File: config.mk
export PLATFORM = sky130hd
export DESIGN_NAME = alu_reservation_station
export DESIGN_NICKNAME = d
export VERILOG_FILES = /design/src/rtl/alu_reservation_station.sv
export SDC_FILE = /design/constraint.sdc
export NUM_CORES = 1
export LEC_CHECK = 0
export BUFFER_PORTS_ARGS = -buffer_cell sky130_fd_sc_hd__buf_4
export CAP_MARGIN = 20
export CELL_PAD_IN_SITES_DETAIL_PLACEMENT = 0
export CELL_PAD_IN_SITES_GLOBAL_PLACEMENT = 1
export CORE_UTILIZATION = 35
export DETAILED_ROUTE_END_ITERATION = 10
export PLACE_DENSITY = 0.8
export SLEW_MARGIN = 20
export SYNTH_ARGS = -nofsm -noshare
export SYNTH_HDL_FRONTEND = slang
export SYNTH_SLANG_ARGS = --single-unit
File: constraint.sdc
create_clock -name CLK -period 4.7 [get_ports CLK]
set_input_delay 1.175 -clock CLK [delete_from_list [all_inputs] [get_ports CLK]]
set_output_delay 1.175 -clock CLK [all_outputs]
set_load 0.05 [all_outputs]
File: src/rtl/alu_reservation_station.sv
// Two-entry ALU reservation station: holds dispatched ops until both operands arrive
// (directly or via CDB snoop), then issues the oldest ready entry to the ALU.
module alu_reservation_station #(
  parameter int XLEN     = 32,
  parameter int TAG_W    = 4,
  parameter int RS_TAG_W = 3,
  parameter int STN_ID0  = 4,
  parameter int STN_ID1  = 5
) (
  input  logic                CLK,
  input  logic                RST_N,
  input  logic                FLUSH,
  input  logic                DISP_VALID,
  input  logic [RS_TAG_W-1:0] DISP_RS,
  input  logic [3:0]          DISP_OP,
  input  logic [TAG_W-1:0]    DISP_Q1,
  input  logic [TAG_W-1:0]    DISP_Q2,
  input  logic                DISP_R1,
  input  logic                DISP_R2,
  input  logic [XLEN-1:0]     DISP_V1,
  input  logic [XLEN-1:0]     DISP_V2,
  input  logic [TAG_W-1:0]    DISP_DEST,
  input  logic                CDB_VALID,
  input  logic [TAG_W-1:0]    CDB_TAG,
  input  logic [XLEN-1:0]     CDB_DATA,
  input  logic                FU_READY,
  output logic                FU_VALID,
  output logic [3:0]          FU_OP,
  output logic [XLEN-1:0]     FU_A,
  output logic [XLEN-1:0]     FU_B,
  output logic [TAG_W-1:0]    FU_DEST,
  output logic [1:0]          BUSY
);

  localparam logic [RS_TAG_W-1:0] STN0 = RS_TAG_W'(STN_ID0);
  localparam logic [RS_TAG_W-1:0] STN1 = RS_TAG_W'(STN_ID1);

  logic [1:0]       vld;
  logic             old1;
  logic [3:0]       op   [2];
  logic [TAG_W-1:0] dest [2];
  logic [1:0]       rdy1;
  logic [1:0]       rdy2;
  logic [TAG_W-1:0] tag1 [2];
  logic [TAG_W-1:0] tag2 [2];
  logic [XLEN-1:0]  val1 [2];
  logic [XLEN-1:0]  val2 [2];

  logic [1:0]       ready;
  logic [1:0]       hit;
  logic [1:0]       free;
  logic             sel;
  logic             fire;
  logic             byp1;
  logic             byp2;

  assign ready  = vld & rdy1 & rdy2;
  assign sel    = (ready == 2'b11) ? old1 : ready[1];
  assign fire   = (|ready) && FU_READY;
  assign free   = fire ? (sel ? 2'b10 : 2'b01) : 2'b00;
  // A busy entry never accepts dispatch, even if it is being freed this edge.
  assign hit[0] = DISP_VALID && (DISP_RS == STN0) && !vld[0];
  assign hit[1] = DISP_VALID && (DISP_RS == STN1) && !vld[1];
  assign byp1   = CDB_VALID && (CDB_TAG == DISP_Q1);
  assign byp2   = CDB_VALID && (CDB_TAG == DISP_Q2);

  assign BUSY     = vld;
  assign FU_VALID = |ready;
  assign FU_OP    = FU_VALID ? op[sel]   : '0;
  assign FU_A     = FU_VALID ? val1[sel] : '0;
  assign FU_B     = FU_VALID ? val2[sel] : '0;
  assign FU_DEST  = FU_VALID ? dest[sel] : '0;

  // Occupancy and age: the only state that reset and flush touch.
  always_ff @(posedge CLK) begin
    if (!RST_N) begin
      vld  <= '0;
      old1 <= 1'b0;
    end else if (FLUSH) begin
      vld  <= '0;
      old1 <= 1'b0;
    end else begin
      for (int k = 0; k < 2; k++) begin
        if (free[k])
          vld[k] <= 1'b0;
        else if (hit[k])
          vld[k] <= 1'b1;
      end
      if (hit[0])
        old1 <= vld[1] && !free[1];
      else if (hit[1])
        old1 <= !(vld[0] && !free[0]);
    end
  end

  // Entry payload: written on dispatch (with CDB bypass), otherwise snooping the CDB.
  always_ff @(posedge CLK) begin
    for (int k = 0; k < 2; k++) begin
      if (hit[k]) begin
        op[k]   <= DISP_OP;
        dest[k] <= DISP_DEST;
        tag1[k] <= DISP_Q1;
        tag2[k] <= DISP_Q2;
        rdy1[k] <= DISP_R1 || byp1;
        rdy2[k] <= DISP_R2 || byp2;
        val1[k] <= DISP_R1 ? DISP_V1 : CDB_DATA;
        val2[k] <= DISP_R2 ? DISP_V2 : CDB_DATA;
      end else begin
        if (!rdy1[k] && CDB_VALID && (tag1[k] == CDB_TAG)) begin
          rdy1[k] <= 1'b1;
          val1[k] <= CDB_DATA;
        end
        if (!rdy2[k] && CDB_VALID && (tag2[k] == CDB_TAG)) begin
          rdy2[k] <= 1'b1;
          val2[k] <= CDB_DATA;
        end
      end
    end
  end

endmodule

* Yosys cells after proc, flatten, opt, wreduce, memory -nomap -nowiden
Memories as Yosys holds them, arrays and structs flattened. Cells that the tools add are included. W data, S select, Z words.
Storage, ports and cells: bits in registers 7, bits in writable memories 160, memories 6
Memory list:
- val1 | words 2, width 32, read ports 1, clocked after memory_dff 0, write ports 2, line 46 | logic [XLEN-1:0] val1 [2];
- val2 | words 2, width 32, read ports 1, clocked after memory_dff 0, write ports 2, line 47 | logic [XLEN-1:0] val2 [2];
- dest | words 2, width 4, read ports 1, clocked after memory_dff 0, write ports 1, line 41 | logic [TAG_W-1:0] dest [2];
- op | words 2, width 4, read ports 1, clocked after memory_dff 0, write ports 1, line 40 | logic [3:0] op [2];
- tag1 | words 2, width 4, read ports 2, clocked after memory_dff 0, write ports 1, line 44 | logic [TAG_W-1:0] tag1 [2];
- tag2 | words 2, width 4, read ports 2, clocked after memory_dff 0, write ports 1, line 45 | logic [TAG_W-1:0] tag2 [2];
Cells by class: equality and inequality tests 9, multiplexer cells 51, bitwise logic cells 7, reductions and logical operators 41
Operators with widths (number):
- $mux W32 | 8
- $mux W1 | 35
- $eq A4 B4 Y1 | 6
- $mux W4 | 6
- $logic_and A1 B1 Y1 | 17
- $reduce_or A4 Y1 | 4
- $reduce_bool A2 Y1 | 5
- $logic_not A1 Y1 | 9
- $eq A3 B3 Y1 const B | 2
- $reduce_or A3 Y1 | 2
- $and A2 B2 Y2 | 2
- $mux W2 | 2
- $or A1 B1 Y1 | 4
- $reduce_or A2 Y1 | 2
- $eq A2 B2 Y1 const B | 1
- $logic_or A1 B1 Y1 | 2
- $not A1 Y1 | 1

* Longest topological paths before layout
Gate-level depths: netlist of run 1.
word-level depth 11, gate-level depth with buffers 7

* Least setup slack after synthesis of run 1
OpenSTA, ideal clock, no wires.
kind input-to-reg, start input port CDB_TAG[1], end register rdy2[1], enable pin, library setup time 469 ps, arrival 4013 ps, path slack 218 ps, cell stages on the path 4, buffers on the path 1, cell sequence buf_2 -> xnor2_1 -> nand3_1 -> o21ai_0
On the way: longest elaborated chain between the ends 3
Ends and longest elaborated chain:
- start, declared | line 24 | input logic [TAG_W-1:0] CDB_TAG,
- $eq A4 B4 Y1 | line 113 | if (!rdy2[k] && CDB_VALID && (tag2[k] == CDB_TAG)) begin
- $logic_and A1 B1 Y1 | line 113
- $reduce_bool A2 Y1 (no source line)
- end signal, assigned by index | line 105 | rdy2[k] <= DISP_R2 || byp2;
- end, declared | line 43 | logic [1:0] rdy2;
No other way between the ends. A chain may end at the register's enable or synchronous reset.

* Worst setup path after layout of run 1
start register vld[0], in the netlist BUSY[0], end output port FU_B[2]
On the way: longest elaborated chain between the ends 6, elaborated cells between the ends (all ways) 7, those cells by class eq/ne: 1; mux: 2; bitwise: 2; reduce/logical: 1; memory: 1
Ends and longest elaborated chain:
- start, declared | line 38 | logic [1:0] vld;
- start signal, assigned | line 77 | vld <= '0;
- start signal, assigned | line 80 | vld <= '0;
- start signal, assigned by index | line 85 | vld[k] <= 1'b0;
- $and A2 B2 Y2 (*) (2 in series) | line 57 | assign ready = vld & rdy1 & rdy2;
- $eq A2 B2 Y1 | line 58 | assign sel = (ready == 2'b11) ? old1 : ready[1];
- $mux W1 | line 58
- $mem_v2 Z2 W32
- $mux W32 (*) | line 71 | assign FU_B = FU_VALID ? val2[sel] : '0;
- end, declared | line 30 | output logic [XLEN-1:0] FU_B,
Every way passes the cells marked *; elsewhere a longest branch is shown, timed or not.

==> key figures, run 1 <==
Status
  • Status: finished clean

Final layout
  • Final std cells w/o fill: 1144
  • Fraction of layout cells with a size suffix above 1: a little under half
  • Layout overhead on the synthesized area: 29.1%
  • NumNets Final: about 950
  • # diodes: 0

Clock network
  • CTS tree: done
  • Post-CTS Setup Repair Bufs: 0
  • CTS Buf Count: 17
  • Post-CTS Resized: 0
  • Cts hold-fix bufs: 0
  • Clock Path Buffers: 2
  • Worst-path clk slew: about 70 ps
  • Clk Tree Root Cell: clkbuf_16
  • H-tree depth: 4
  • Clk sinks: approximately 170
  • Latest clock arrival within the worst-skew pair: about 420 ps

Setup path
  • Worst Path Max Fanout: 73
  • Worst Path Arrival: ~2400 ps
  • Critical Path Start Type: flop
  • CP endpoint kind: output port
  • Worst setup path class: flop to output port
  • Worst Path Required: about 3500 ps

STA
  • Final hold vios: 0
  • Final setup fails: 0
  • RSZ-0062 raised after global routing: false
  • Final setup skew: about 8 ps
  • Setup TNS: 0 ps
  • Achievable Freq: roughly 280 MHz
  • Slew HR: 38.8%
  • Max Slew Vio Count: 0
  • Crit path time final: around 3600 ps
  • Tightest Pin Transition: ~910 ps
  • Final period util: between 70% and 80%

Logic synthesis
  • Mapped Nets: 750
  • Number of flops mapped to enable cells by yosys: approximately 160
  • Largest cells by area after synthesis: edfxtp_1 (59%), mux2_2 (12%), mux2_4 (7.2%)
  • Synthesized instance count: about 620
  • Area leader, netlist: edfxtp_1
  • YS warnings: 0
  • Distinct cells, synth: 33
  • Share of the synthesized area in the top cell type: 59.3%
  • Dominant synthesized flop cell: edfxtp_1
  • Syn_area_per_cell: 13.3 um2
  • Seq cells post-synth: between 150 and 200
  • Post-Syn Area: 8300 um2
  • Post-synth ARST share: 0%
  • Sequential fraction of the synthesis area: 60.1%

Floorplanning
  • Die span in y: ~160 um
  • Core area: roughly 23000 um2
  • Die W: roughly 160 um
  • IO Count: between 200 and 250
  • Rows: 55
  • Starting Density: between 30% and 40%
  • Die Area: approximately 24000 um2

Pwr
  • Gate power share: 10.3%
  • Worst vdd ir: 0.194 mV
  • Switching portion of total power: between 20% and 30%
  • Leakage: around 0.0043 uW
  • Reg power frac: a little under 50%
  • Clock network fraction of total power: approximately 41%
  • Pwr Density: between 300 and 400 nW/um2
  • NetSw: ~770 uW
  • Cell-internal power: 2720 uW

Routing
  • DR DRC count: 0
  • Via density: approximately 4.9
  • Routed len/inst: 18.5 um
  • Drt total wl: roughly 21000 um
  • Drt first pass iters: 4
  • Final ANT Viol Nets: 0
  • Total number of vias: 5582
  • DR iter-0 viols: approximately 280

Global route
  • GR Overflow Total: 0
  • Largest net degree at the start of global routing: between 70 and 80
  • First-pass GRT wire length: around 32000 um
  • Vias in the first global route: between 5k and 6k
  • Global Route Usage Sum: between 10% and 20%
  • Antenna violations before repair: 0

Place
  • Routability cong.: approximately 0.76
  • DP HPWL: 14100 um
  • Placed cell count: approximately 1.1k
  • I/O Buffers: between 200 and 250

Hold path
  • Hold Crit Class: flop to flop

Run
  • MaxCap Viol Count: 0
[layer usage]
layer	GRT usage, %	wire length, um	vias to the layer above	share of wire, %
met4	3.64	144	0	0.68
met1	22.4	9190	2747	43
li1	-	-	2652	-
met5	0	0	-	0
met2	30.3	10700	172	51
met3	3.78	1110	11	5.2
[Yosys cell counts, types with 4 or more instances]
| master | number |
|---|---|
| buf_6 | 14 |
| clkbuf_1 | 10 |
| nand2_1 | 149 |
| o31ai_4 | 4 |
| o21ai_0 | 4 |
| buf_1 | 6 |
| xnor2_1 | 18 |
| buf_2 | 9 |
| nand3b_1 | 5 |
| nand3_1 | 79 |
| mux2_4 | 40 |
| mux2_2 | 85 |
| xor2_1 | 6 |
| edfxtp_1 | 164 |
[worst max-delay path, cell delays in order, from the launching register on]
cell and delay [ps]:
dfxtp_1 410, and3_2 280, buf_4 730, nand3_1 140, nand2_1 180, buf_4 230
[state kept, by name (all words and copies together), names as in the netlist, 2 cells and up]
register / flops
BUSY: 2
dest: 8
op: 8
rdy1: 2
rdy2: 2
tag1: 8
tag2: 8
val1: 64
val2: 64
[metrics by stage]
stage / util (%) / worst slack (ps) / total power [uW] / hold slack (ps) / cell area, um2
finish: 46.8 / 1120 / 3500 / 517 / 10700
global route: 46.8 / 976 / 3610 / 540 / 10700
CTS: 46.8 / 1080 / 3530 / 521 / 10700
detailed placement: 44.1 / 1300 / 2090 / 505 / 10100
global placement: 44.1 / 1340 / 2080 / 498 / 10100
floorplan: - / 218 / 1940 / 484 / 8300
[power by group through the flow]
stage	clock network, uW	logic (uW)	registers [uW]
CTS	1470	365	1700
finish	1440	360	1700
floorplan	0	209	1730
detailed placement	0	364	1730
global placement	0	356	1730
global route	1520	387	1700
[cells by family (layout without fill, tap and decap cells)]
family	after synthesis	in the layout	synth area share (%)
compound gates	16	16	1.94
mux	128	128	19.2
simple gates	244	244	12.8
xor+xnor	24	24	2.53
flops	167	167	60.1
buf+inv	44	252	3.50
[cells in the final DEF (no fill, tap or decap), drive strengths merged, types with 2 or more instances in the layout]
master,n
nand3,79
o21ai,4
inv,5
clkbuf,18
mux2,128
nand3b,5
a21oi,2
buf,216
nor3,2
xor2,6
o31ai,4
dfxtp,3
nand2,149
xnor2,18
nor2,2
edfxtp,164
nand2b,3
clkinvlp,4
clkinv,6
a31oi,2
bufinv,3
[final timing paths]
kind / startpoint / end / slack [ps] / cells after the start
worst max register to register: BUSY[1]$_SDFFE_PP0P_ / val1[1][20]$_DFFE_PP_ / 2330 / 6
worst max-delay path: BUSY[0]$_SDFFE_PP0P_ / FU_B[2] / 1120 / 5
worst min-delay path: old1$_SDFFE_PP0P_ / old1$_SDFFE_PP0P_ / 520 / 1
worst min register to register: old1$_SDFFE_PP0P_ / old1$_SDFFE_PP0P_ / 520 / 1
[final cells by class]
cell class | count | area, um2
repair buffers | 216 | 1630
clock buffers | 18 | 429
clock inverters | 14 | 174
flip-flops and latches | 167 | 4980
multi-input cells | 412 | 3080
fillers | 2090 | 12200
inverters | 4 | 20.0
well taps | 313 | 392
Note: power is estimated with default switching activity, not from simulation.
==> inputs of run 2 (changes only) <==
--- a/config.mk
+++ b/config.mk
@@ -11,7 +11,7 @@
 export CELL_PAD_IN_SITES_GLOBAL_PLACEMENT = 1
 export CORE_UTILIZATION = 35
 export DETAILED_ROUTE_END_ITERATION = 10
-export PLACE_DENSITY = 0.8
+export PLACE_DENSITY = 0.77
 export SLEW_MARGIN = 20
 export SYNTH_ARGS = -nofsm -noshare
 export SYNTH_HDL_FRONTEND = slang
==> constraint.sdc (replaced) <==
create_clock -name CLK -period 3.7 [get_ports CLK]
set_input_delay 0.925 -clock CLK [delete_from_list [all_inputs] [get_ports CLK]]
set_output_delay 0.925 -clock CLK [all_outputs]
set_load 0.05 [all_outputs]
==> key figures, run 2 (synthesis results as in run 1) <==
Status
  • Status: finished clean

Clock network
  • Clk sinks: 167
  • Clock Path Buffers: 2
  • Post-CTS Setup Repair Bufs: 0
  • Worst-path clk slew: 70 ps
  • Cts hold-fix bufs: 0
  • CTS tree: done
  • CTS Buf Count: 17
  • Latest clock arrival within the worst-skew pair: between 400 and 500 ps
  • H-tree depth: 4
  • Clk Tree Root Cell: clkbuf_16
  • Post-CTS Resized: 0

Global route
  • Antenna violations before repair: 1
  • First-pass GRT wire length: ~32000 um
  • Global Route Usage Sum: roughly 18%
  • Largest net degree at the start of global routing: 75
  • GR Overflow Total: 0
  • Vias in the first global route: 5669

Setup path
  • Total stage count of the critical path: 5
  • CP most frequent cell: buf_4
  • Worst stage delay on the critical path: slightly above 700 ps
  • CP Launch Point: BUSY[0]$_SDFFE_PP0P_
  • RR Startpoint: BUSY[1]$_SDFFE_PP0P_
  • R2r setup slk: approximately 1400 ps
  • Critical Path Start Type: flop
  • CP endpoint kind: output port
  • Highest-delay cell along the critical path: buf_4
  • Worst Path Max Fanout: 74
  • Worst Path Required: around 2800 ps
  • Worst Path Arrival: 2360 ps
  • FF-to-FF path depth: 6
  • Critical Path Sink: FU_B[12]
  • R2R Path End: val2[1][4]$_DFFE_PP_
  • Worst setup path class: flop to output port
  • Crit path buf inv count: 2
  • Crit-path cells: and3_2, buf_4, nand3_1, nand2_1, buf_4
  • Top Family by Delay on Critical Path: buffers and inverters

Pwr
  • Leakage: 0.00432 uW
  • Worst vdd ir: 0.263 mV
  • Pwr Density: around 400 nW/um2

STA
  • Crit path time final: ~3300 ps
  • Final hold slack: about 530 ps
  • Final setup fails: 0
  • RSZ-0062 raised after global routing: false
  • Slew HR: between 30 and 40%
  • Final hold vios: 0
  • Max Slew Vio Count: 0
  • Achievable Freq: 304 MHz
  • Setup TNS: 0 ps
  • Final period util: between 80% and 90%
  • Final setup skew: approximately 13 ps
  • Tightest Pin Transition: approximately 900 ps

Final layout
  • Fraction of layout cells with a size suffix above 1: ~46%
  • Most common cell after layout, fill and taps aside: buf_4
  • Commonest non-fill, non-tap cells in the layout: buf_4 (216), edfxtp_1 (164), nand2_1 (149)
  • NumNets Final: 947
  • Top Registers: val1 x64, val2 x64
  • Layout overhead on the synthesized area: 28.7%

Place
  • DP HPWL: approximately 14000 um
  • Routability cong.: about 0.75
  • I/O Buffers: about 200

Floorplanning
  • Starting Density: about 36%
  • IO Count: roughly 200
  • Die span in y: about 160 um
  • Die Area: 24300 um2
  • Die W: approximately 160 um
  • Rows: 55
  • Core area: roughly 23000 um2

Run
  • MaxCap Viol Count: 0

Routing
  • Metal3 WL: around 1300 um
  • DR DRC count: 0
  • Drt first pass iters: 6
  • Metal2 WL: 10400 um
  • Routed len/inst: roughly 18 um
  • Via density: 4.85
  • Drt total wl: 21100 um
  • M1 WL: 9250 um
  • DR iter-0 viols: 378
  • Final ANT Viol Nets: 0
  • Total number of vias: roughly 5.6k
  • Top Layer Used: met4

Hold path
  • Hold Crit Class: flop to flop
  • HP Start: BUSY[1]$_SDFFE_PP0P_
[run 2: changes by cell type in the layout (fill, tap and decap cells not counted), sizes merged]
cell      before  now
buf          216  218
clkinvlp       4    3
bufinv         3    1
clkinv         6    9
clkbuf        18   19
inv            5    4
diode          0    1
[run 2: report_power, final]
| group | total, uW | switching [uW] | internal (uW) |
|---|---|---|---|
| clock network | 1650 | 734 | 920 |
| logic | 461 | 209 | 251 |
| registers | 2160 | 11.3 | 2140 |
[run 2: area by class of cell]
| cell class | count | area (um2) |
|---|---|---|
| diodes | 1 | 2.50 |
| clock inverters | 13 | 106 |
| flip-flops and latches | 167 | 4980 |
| clock buffers | 19 | 433 |
| multi-input cells | 412 | 3080 |
| inverters | 4 | 20.0 |
| fillers | 2078 | 12200 |
| well taps | 313 | 392 |
| repair buffers | 218 | 1660 |
[run 2: metrics by stage]
stage	area [um2]	util, %	cells	setup slack [ps]	power (uW)
after floorplan	8300	-	623	360	2460
after global placement	10100	44.3	1114	644	2650
after detailed placement	10100	44.3	1114	580	2660
after CTS	10700	46.6	1146	361	4310
after global routing	10700	46.6	1146	231	4420
final	10700	46.6	1147	415	4270
[run 2: worst min-delay path by stage]
stage	endpoint	depth (start not counted)	slack, ps
after floorplan	old1$_SDFFE_PP0P_	1	480
after global placement	old1$_SDFFE_PP0P_	1	500
after detailed placement	old1$_SDFFE_PP0P_	1	510
after CTS	old1$_SDFFE_PP0P_	1	530
after global routing	old1$_SDFFE_PP0P_	1	540
final	BUSY[1]$_SDFFE_PP0P_	2	530
[run 2: layer usage]
layer	global-route usage (%)	up-vias
li1	-	2654
met2	30.3	181
met5	0	-
met4	4.11	0
met1	22.7	2714
met3	4.50	14
[run 2: worst min-delay path, delay by kind of cell (launching register included)]
family / cells / cell delay [ps]
AOI/OAI and AO/OA: 1 / 70
buffers and inverters: 1 / 80
DFF: 1 / 340
